File: config.mk
export PLATFORM = sky130hd
export DESIGN_NAME = sync_bit_handshake_arbiter
export DESIGN_NICKNAME = d
export VERILOG_FILES = /design/src/rtl/sync_bit_handshake_arbiter.sv
export SDC_FILE = /design/constraint.sdc
export NUM_CORES = 1
export LEC_CHECK = 0
export CAP_MARGIN = 20
export CORE_MARGIN = 10
export CORE_UTILIZATION = 54
export CTS_CLUSTER_DIAMETER = 40
export CTS_CLUSTER_SIZE = 25
export DETAILED_ROUTE_END_ITERATION = 6
export PLACE_DENSITY = 0.81
export SYNTH_ARGS = -nofsm -noshare
export SYNTH_HDL_FRONTEND = slang
export SYNTH_SLANG_ARGS = --single-unit
export TNS_END_PERCENT = 5
File: constraint.sdc
create_clock -name CLK -period 1.95 [get_ports CLK]
set_input_delay 0.39 -clock CLK [delete_from_list [all_inputs] [get_ports CLK]]
set_output_delay 0.39 -clock CLK [all_outputs]
set_load 0.05 [all_outputs]
File: src/rtl/sync_bit_handshake_arbiter.sv
// Round-robin arbiter sharing one four-phase req/ack bit-synchronizer crossing
// among NREQ source-domain requesters, with ack timeout and stuck-ack detection.
module sync_bit_handshake_arbiter #(
   parameter int unsigned NREQ    = 4,
   parameter int unsigned IW      = 2,
   parameter int unsigned CW      = 8,
   parameter int unsigned TIMEOUT = 255
) (
   input  logic            CLK,
   input  logic            RST,
   input  logic [NREQ-1:0] REQ,
   input  logic            ACK,
   output logic            SYNC_EN,
   output logic            SYNC_D,
   output logic            BUSY,
   output logic [IW-1:0]   OWNER,
   output logic            DONE,
   output logic            DONE_ERR,
   output logic            STUCK
);

   typedef enum logic [2:0] {
      IDLE    = 3'd0,
      RAISE   = 3'd1,
      WAIT_HI = 3'd2,
      DROP    = 3'd3,
      WAIT_LO = 3'd4,
      FAULT   = 3'd5
   } state_t;

   state_t          state, state_n;
   logic [IW-1:0]   ptr, ptr_n;
   logic [IW-1:0]   owner_n;
   logic [CW-1:0]   cnt, cnt_n;
   logic [CW-1:0]   cnt_inc;
   logic            timeout_hit;
   logic            err, err_n;
   logic            sync_d_n;
   logic            done_n;
   logic            done_err_n;
   logic            grant_vld;
   logic [IW-1:0]   grant_idx;
   logic [IW-1:0]   cand;

   // Index addition modulo NREQ; both operands are below NREQ so one subtract suffices.
   function automatic logic [IW-1:0] wrap_add(input logic [IW-1:0] base, input int unsigned off);
      int unsigned s;
      s = 32'(base) + off;
      if (s >= NREQ) s = s - NREQ;
      return IW'(s);
   endfunction

   // Round-robin pick: first set request scanning upward from the pointer, wrapping.
   always_comb begin
      grant_vld = 1'b0;
      grant_idx = '0;
      cand      = '0;
      for (int unsigned i = 0; i < NREQ; i++) begin
         cand = wrap_add(ptr, i);
         if (!grant_vld && REQ[cand]) begin
            grant_vld = 1'b1;
            grant_idx = cand;
         end
      end
   end

   assign cnt_inc     = cnt + CW'(1);
   assign timeout_hit = (cnt_inc == CW'(TIMEOUT));

   // Next-state and next-output decode for the handshake sequencer.
   always_comb begin
      state_n    = state;
      ptr_n      = ptr;
      owner_n    = OWNER;
      cnt_n      = cnt;
      err_n      = err;
      sync_d_n   = SYNC_D;
      done_n     = 1'b0;
      done_err_n = 1'b0;
      case (state)
         IDLE: begin
            if (grant_vld) begin
               owner_n  = grant_idx;
               err_n    = 1'b0;
               cnt_n    = '0;
               sync_d_n = 1'b1;
               state_n  = RAISE;
            end
         end
         RAISE: begin
            cnt_n   = '0;
            state_n = WAIT_HI;
         end
         WAIT_HI: begin
            if (ACK) begin
               sync_d_n = 1'b0;
               state_n  = DROP;
            end else begin
               cnt_n = cnt_inc;
               if (timeout_hit) begin
                  err_n    = 1'b1;
                  sync_d_n = 1'b0;
                  state_n  = DROP;
               end
            end
         end
         DROP: begin
            cnt_n   = '0;
            state_n = WAIT_LO;
         end
         WAIT_LO: begin
            if (!ACK) begin
               done_n     = 1'b1;
               done_err_n = err;
               ptr_n      = wrap_add(OWNER, 1);
               state_n    = IDLE;
            end else begin
               cnt_n = cnt_inc;
               if (timeout_hit) state_n = FAULT;
            end
         end
         FAULT: begin
            sync_d_n = 1'b0;
         end
         default: begin
            state_n = IDLE;
         end
      endcase
   end

   // State and registered outputs; reset forces everything, including SYNC_D, low at once.
   always_ff @(posedge CLK or posedge RST) begin
      if (RST) begin
         state    <= IDLE;
         ptr      <= '0;
         OWNER    <= '0;
         cnt      <= '0;
         err      <= 1'b0;
         SYNC_D   <= 1'b0;
         SYNC_EN  <= 1'b0;
         BUSY     <= 1'b0;
         DONE     <= 1'b0;
         DONE_ERR <= 1'b0;
         STUCK    <= 1'b0;
      end else begin
         state    <= state_n;
         ptr      <= ptr_n;
         OWNER    <= owner_n;
         cnt      <= cnt_n;
         err      <= err_n;
         SYNC_D   <= sync_d_n;
         SYNC_EN  <= (state_n == RAISE) || (state_n == DROP);
         BUSY     <= (state_n != IDLE);
         DONE     <= done_n;
         DONE_ERR <= done_err_n;
         STUCK    <= (state_n == FAULT);
      end
   end

endmodule

Word level (Yosys, flattened, before mapping)

Index checks and enable logic that the tools add are counted.

Register bits: 22
Input port bits: 7
Logic and storage cells: 106

Add/sub/neg operators: 10
Order comparisons: 9
Equality and inequality tests: 14
Muxes and demuxes: 43
Bitwise logic cells: 1
Reductions and logical operators: 18

Operator list:

| operator                                            | number |
|---|---|
| case mux 8 bit (4 select lines)                     | 1 |
| two-way mux 8 bit                                   | 3 |
| two-way mux 1 bit                                   | 18 |
| two-way mux 2 bit                                   | 9 |
| case mux 3 bit (6 select lines)                     | 1 |
| two-way mux 3 bit                                   | 5 |
| >= comparator 3 bit, second input constant          | 4 |
| < comparator 2 x 3 -> 1 bit, second input constant  | 4 |
| subtractor 2 x 1 -> 2 bit, second input constant    | 5 |
| == test 3 x 2 -> 1 bit, second input constant       | 3 |
| == test 3 bit, second input constant                | 3 |
| adder 8 x 1 -> 8 bit, second input constant         | 1 |
| binary-select mux 1 bit (select 2 bit)              | 4 |
| == test 8 bit, second input constant                | 1 |
| inequality test 2 bit, second input constant        | 4 |
| AND reduction 4 bit                                 | 2 |
| adder 2 x 1 -> 3 bit, second input constant         | 2 |
| adder 2 x 2 -> 3 bit, second input constant         | 2 |
| == test 3 x 1 -> 1 bit, second input constant       | 2 |
| nonzero test 3 bit                                  | 2 |
| AND reduction 2 bit                                 | 2 |
| nonzero test 4 bit                                  | 1 |
| >= comparator 2 x 3 -> 1 bit, second input constant | 1 |
| logical AND 1 bit                                   | 3 |
| 10 further kinds                                    | 12 |

Depth between registers and ports, before layout

Gate-level depths: netlist (run 1).

Depth after elaboration: 18
Mapped depth: 7
Gate-level depth less buffers: 6

Least setup slack after synthesis (run 1)

No wires, ideal clock.

Path kind: reg2reg
Start point: register cnt[2]
End point: register SYNC_D
Library setup time: 0.120 ns
Arrival: 1.613 ns
Setup slack: 0.218 ns
Cell stages (with the launch flop): 6
Buffers on the path: 0
Period minus slack after synthesis: 1.732 ns
Path through: dfrtp_1 nand3_2 or3_4 a2111oi_4 nand4_1 and3_1

Longest elaborated chain between the ends: 4

RTL lines:

| item                            | line | RTL |
|---|---|---|
| start, declared                 | 34   | `logic [CW-1:0] cnt, cnt_n;` |
| start signal, assigned          | 149  | `cnt <= cnt_n;` |
| adder 8 x 1 -> 8 bit            | 67   | `assign cnt_inc = cnt + CW'(1);` |
| == test 8 bit                   | 68   | `assign timeout_hit = (cnt_inc == CW'(TIMEOUT));` |
| inequality test 3 bit (no line) | --   |  |
| AND reduction 3 bit (no line)   | --   |  |
| end signal, assigned            | 151  | `SYNC_D <= sync_d_n;` |
| end, declared                   | 14   | `output logic SYNC_D,` |

Every way passes these cells.
A chain may end at the register's enable or synchronous reset.

Final worst setup path (run 1)

Start point: register STUCK
End point: output STUCK

RTL lines:

| item                   | line | RTL |
|---|---|---|
| start, declared        | 19   | `output logic STUCK` |
| start signal, assigned | 156  | `STUCK <= (state_n == FAULT);` |

No word-level cell between the ends.

==> metrics, run 1 <==
status=complete, no violations; detailed placement HPWL=2030 microns; Syn Area/Cell=about 8.9 sq um; slowest CP cell=clkdlybuf4s50_1; largest net degree at the start of global routing=23; Fill cells=162; WL final=2600 microns; first-pass GRT wire length=roughly 4300 microns; dominant synthesized flop cell=dfrtp_1; Worst Path Buf+Inv=1; CTS max path bufs=2; max frequency=0.544 GHz; power density over the cells=around 500 mW/mm^2; Power, Total=748 uW; top post-synthesis cells by count=dfrtp_1 (22), nor2_1 (16), o21ai_0 (16), nand2_1 (11), inv_1 (9); required time of the critical path=1560 ps; H-tree depth=1; Routability Congestion=0.891; Pins Over Slew Limit=0; wire per inst=approximately 14 microns; DIE HEIGHT=between 60 and 70 microns; Placement Rows=16; nature of the critical path endpoint=primary output; Layout area overhead=24.6%; top-count cell post-synth=dfrtp_1; Max IR drop VDD=~0.00036 V; RR Endpoint=SYNC_D$_DFFE_PP0P_; Cells after Synth=between 100 and 150; Hold Violations, Final=0; worst slew pin tran=515 ps; die width=about 67 microns; crit path DAT=between 1000 and 1500 ps; DRT Pass-1 Iters=4; cell accounting for the most synthesized area=dfrtp_1; Remaining Overflow, GRT=0; register bit count reported by yosys=22; initial antenna violation count=0; number of global-route vias before repair=987; top cells by area, synth=dfrtp_1 (46%), o21ai_0 (6.7%), nor2_1 (5.0%); top-area cell type share of the netlist area=0.462; WHS=425 ps; RSZ-0062 raised after global routing=false; cell area after synthesis=0.00119 sq mm; EDFF count, synth=0; Starting Density=0.590; R2R cell count=5; crit path cell chain=clkdlybuf4s50_1; CTS tree=yes; via count=1035; Yosys cell types=34; Clk Latency, worst-skew pair=300 ps; leak pwr=between 0.6 and 0.7 nW; Clk Tree Root Cell=clkbuf_4; DRC violations left=0; post-CTS setup buffers=0; I/O pin total=15; R2R Path Start=cnt[2]$_DFFE_PP0P_; count of buffers from port buffering=14; share of layout cells above drive strength 1=0.174; sequential area share after synthesis=0.462; Max FO, Critical Path=1; syn_nets=143; CP Class=flip-flop to primary output; Max-cap violations=0; Min-Delay Path Class=input pin to async pin; drt via density=5.51; R2R setup slack=around 150 ps; clock slew at reported path FFs=between 100 and 150 ps; startpoint types=flip-flop; Layout Skew=approximately 5.6 ps; number of DRC markers in iteration 0=77; post-synthesis async set-or-reset flop share=1.00; clk sink count=22; Ys Warns=0; top cell family by delay on the critical path=buffers and inverters; Core Region=0.00202 sq mm; Routed Antenna Nets=0; Final Cycle Share=0.942; total CTS buffers=3; Max-slew headroom=0.656; Ant. Diodes=0; Tmin final=between 1500 and 2000 ps; Largest stage delay, worst path=roughly 810 ps; fin nets=171; GRT Util Overall=0.120; DIE AREA=approximately 0.0045 sq mm; final setup fails=0
[routing by layer]
layer	vias up	wire, microns	GRT usage
met4	0	16	0.0513
li1	521	-	-
met2	22	1330	0.216
met3	2	137	0.0268
met5	-	0	0
met1	490	1120	0.132
[worst register-to-register path, delay by kind of cell (launching register included)]
family / cells / cell delay (ps)
flops: 1 / 440
compound gates: 1 / 400
simple gates: 4 / 850
[layout make-up]
class                           count  area (sq um)  area share
Inverter                            9          33.8      0.0227
Timing Repair Buffer               27           230       0.155
Clock buffer                        4          36.3      0.0244
Sequential cell                    22           551       0.371
Tap cell                           27          33.8      0.0227
Multi-Input combinational cell     99           601       0.404
[per-stage QoR]
stage	std cells	setup TNS, ps	cell area (sq um)	utilization	worst slack (ps)
final	188	0	1490	0.735	113
after global routing	188	0	1490	0.735	39.6
after CTS	188	0	1480	0.731	55.3
after detailed placement	184	-50.3	1440	0.713	-22.4
after global placement	184	0	1440	0.713	4.41
after floorplan	134	0	1190	-	218
[flip-flops by register name, summed over array words and instances (netlist names)]
register,flops
DONE,1
OWNER,2
SYNC_EN,1
ptr,2
STUCK,1
BUSY,1
SYNC_D,1
state,3
err,1
cnt,8
DONE_ERR,1
[worst max path at each step]
| stage | start | end | slack, ps | depth (start not counted) |
|---|---|---|---|---|
| after floorplan | cnt[2]$_DFFE_PP0P_ | SYNC_D$_DFFE_PP0P_ | 220 | 5 |
| after global placement | REQ[0] | OWNER[0]$_DFFE_PP0P_ | 4 | 6 |
| after detailed placement | REQ[0] | OWNER[0]$_DFFE_PP0P_ | -20 | 6 |
| after CTS | cnt[0]$_DFFE_PP0P_ | SYNC_D$_DFFE_PP0P_ | 60 | 6 |
| after global routing | cnt[0]$_DFFE_PP0P_ | SYNC_D$_DFFE_PP0P_ | 40 | 6 |
| final | STUCK$_DFF_PP0_ | STUCK | 110 | 1 |
[placed cells by master, fill, tap and decap left out, types with 5 or more instances in the layout]
cell type        netlist  final
nand2_1               11     11
nor2_1                16     16
clkdlybuf4s50_1        0     11
o21ai_0               16     16
nand2b_1               5      5
a21oi_1                6      6
nand3_1                6      6
buf_4                  0     16
inv_1                  9      9
dfrtp_1               22     22
[cells by family after synthesis]
group / Yosys count / synth area share
buffers and inverters: 13 / 0.0409
xor gates and xnor gates: 5 / 0.0367
adders and majority gates: 2 / 0.0210
DFF: 22 / 0.462
and+or+nand+nor: 52 / 0.219
AOI/OAI and AO/OA: 38 / 0.203
muxes: 2 / 0.0178
[report_power, final]
part	switching, mW	internal (mW)
clock network	0.126	0.114
logic	0.0245	0.0252
registers	0.00144	0.457
[what timing repair did]
action | 4_1_cts | 5_1_grt
hold endpoints to repair | 0 | 0
setup endpoints to repair | 0 | 3
hold buffers | 0 | 0
gates resized for setup | 0 | 1
No activity file was read; power rests on OpenSTA's default activity.
==> run 2, diff against run 1 <==
GPL_TIMING_DRIVEN = 0   (was unset)
==> run 2 against run 1 <==
Utilization is 2.2 points lower. Clock power is 3% higher. Cell area is 2.9% lower. Critical endpoint is now OWNER[1]. Largest power group unchanged.
==> metrics, run 2 (synthesis results as in run 1) <==
status=complete, no violations; count of buffers from port buffering=14; CTS Hold Bufs=0; Largest regs=cnt x8, state x3; Max FO, Critical Path=3; clk sink count=22; R2R Path Start=cnt[2]$_DFFE_PP0P_; RSZ-0062 raised after global routing=true; most frequent cells in the layout=dfrtp_1 (22), nor2_1 (16), o21ai_0 (16), clkdlybuf4s50_1 (12), nand2_1 (11); P_sw=159 uW; Starting Density=0.590; total CTS buffers=3; Comb power frac=0.056; Core Region=just over 0.002 sq mm; number of global-route vias before repair=955; Max IR drop VDD=around 0.00037 V; Layout Skew=4.82 ps; power density over the cells=518 mW/mm^2; DP Cell Count=roughly 180; DIE AREA=between 0.004 and 0.005 sq mm; Int Pwr=around 600 uW; Routability Congestion=0.900; Min-Delay Path Class=flip-flop to flip-flop; Largest Register=cnt; Largest register FFs=8; fin nets=162; Placement Rows=16; number of DRC markers in iteration 0=41; drt via density=5.67; DRC violations left=0; GRT Util Overall=0.117; detailed placement HPWL=1850 microns; R2R setup slack=approximately 60 ps; wire per inst=~14 microns; CTS tree=yes; Tmin final=~1900 ps; min-delay src=cnt[7]$_DFFE_PP0P_; slowest CP cell=clkdlybuf4s50_1; clock slew at reported path FFs=110 ps; Clk Tree Root Cell=clkbuf_4; Largest stage delay, worst path=820 ps; CP Class=flip-flop to primary output; first-pass GRT wire length=4170 microns; part of the power in registers=0.614; most common cell after layout, fill and taps aside=dfrtp_1; Final Worst Setup Slack=roughly 41 ps; Clk Latency, worst-skew pair=310 ps; final setup fails=0; via count=between 1000 and 1500; Worst Path Buf+Inv=1; Layout area overhead=20.9%; H-tree depth=1; Max-cap violations=0; largest net degree at the start of global routing=23; sw frac=0.213; share of layout cells above drive strength 1=0.0987; Max-slew headroom=0.451; RR Endpoint=SYNC_D$_DFFE_PP0P_; Setup WS pre-CTS=-584 ps; sink of the worst hold path=cnt[7]$_DFFE_PP0P_; die width=67.0 microns; startpoint types=flip-flop; Hold Violations, Final=0; Clock power frac=0.331; hold path depth=1; DIE HEIGHT=67.0 microns; Remaining Overflow, GRT=0; WL final=2550 microns; fin util=0.713; fin cells=179; max frequency=between 0.5 and 0.6 GHz; crit path cell chain=clkdlybuf4s50_1; CTS max path bufs=2; required time of the critical path=1560 ps; post-CTS setup buffers=0; Pins Over Slew Limit=0; Final Cycle Share=0.979; I/O pin total=15; initial antenna violation count=0; Routed Antenna Nets=0; top cell family by delay on the critical path=buffers and inverters; Ant. Diodes=0; leak pwr=about 0.6 nW; R2R cell count=5; DRT Pass-1 Iters=4; nature of the critical path endpoint=primary output; worst slew pin tran=822 ps; crit path DAT=between 1500 and 2000 ps
-- run 2: metal layers --
| metal | share of wire | vias to the layer above | global-route usage |
|---|---|---|---|
| li1 | - | 502 | - |
| met1 | 0.41 | 484 | 0.128 |
| met2 | 0.52 | 27 | 0.207 |
| met3 | 0.064 | 2 | 0.0251 |
| met4 | 0.0035 | 0 | 0.0538 |
| met5 | 0 | - | 0 |
-- run 2: layout make-up --
class	instances	area (sq um)
tap	27	33.8
sequential	22	551
multi-input combinational	99	633
buffer	4	16.3
fill	163	581
timing repair buffer	14	138
inverter	9	33.8
clock buffer	4	36.3
-- run 2: worst max path at each step --
stage	from	to	slack, ps	cells past startpoint
floorplan	cnt[2]$_DFFE_PP0P_	SYNC_D$_DFFE_PP0P_	220	5
global placement	REQ[1]	cnt[7]$_DFFE_PP0P_	-560	6
detailed placement	REQ[1]	cnt[2]$_DFFE_PP0P_	-580	6
CTS	cnt[2]$_DFFE_PP0P_	SYNC_D$_DFFE_PP0P_	20	5
global route	cnt[2]$_DFFE_PP0P_	SYNC_D$_DFFE_PP0P_	-60	5
finish	OWNER[1]$_DFFE_PP0P_	OWNER[1]	40	1
-- run 2: power by group through the flow --
| stage | Clock (mW) | Sequential (mW) | Combinational, mW |
|---|---|---|---|
| after floorplan | 0 | 0.467 | 0.0175 |
| after global placement | 0 | 0.467 | 0.0370 |
| after detailed placement | 0 | 0.467 | 0.0385 |
| after CTS | 0.253 | 0.458 | 0.0397 |
| after global routing | 0.268 | 0.459 | 0.0467 |
| final | 0.247 | 0.458 | 0.0416 |
-- run 2: repair_timing --
| item | CTS | global route |
|---|---|---|
| resized for setup | 4 | 5 |
| pin swaps | 0 | 1 |
| setup endpoints to repair | 10 | 12 |
-- run 2: per-stage QoR --
stage | TNS (ps) | instance area, sq um | hold slack, ps | power [mW]
6_report | 0 | 1440 | 502 | 0.747
5_1_grt | -64.7 | 1440 | 535 | 0.773
4_1_cts | 0 | 1410 | 502 | 0.751
3_5_place_dp | -4590 | 1370 | 482 | 0.506
3_3_place_gp | -4120 | 1370 | 467 | 0.504
2_1_floorplan | 0 | 1190 | 379 | 0.484
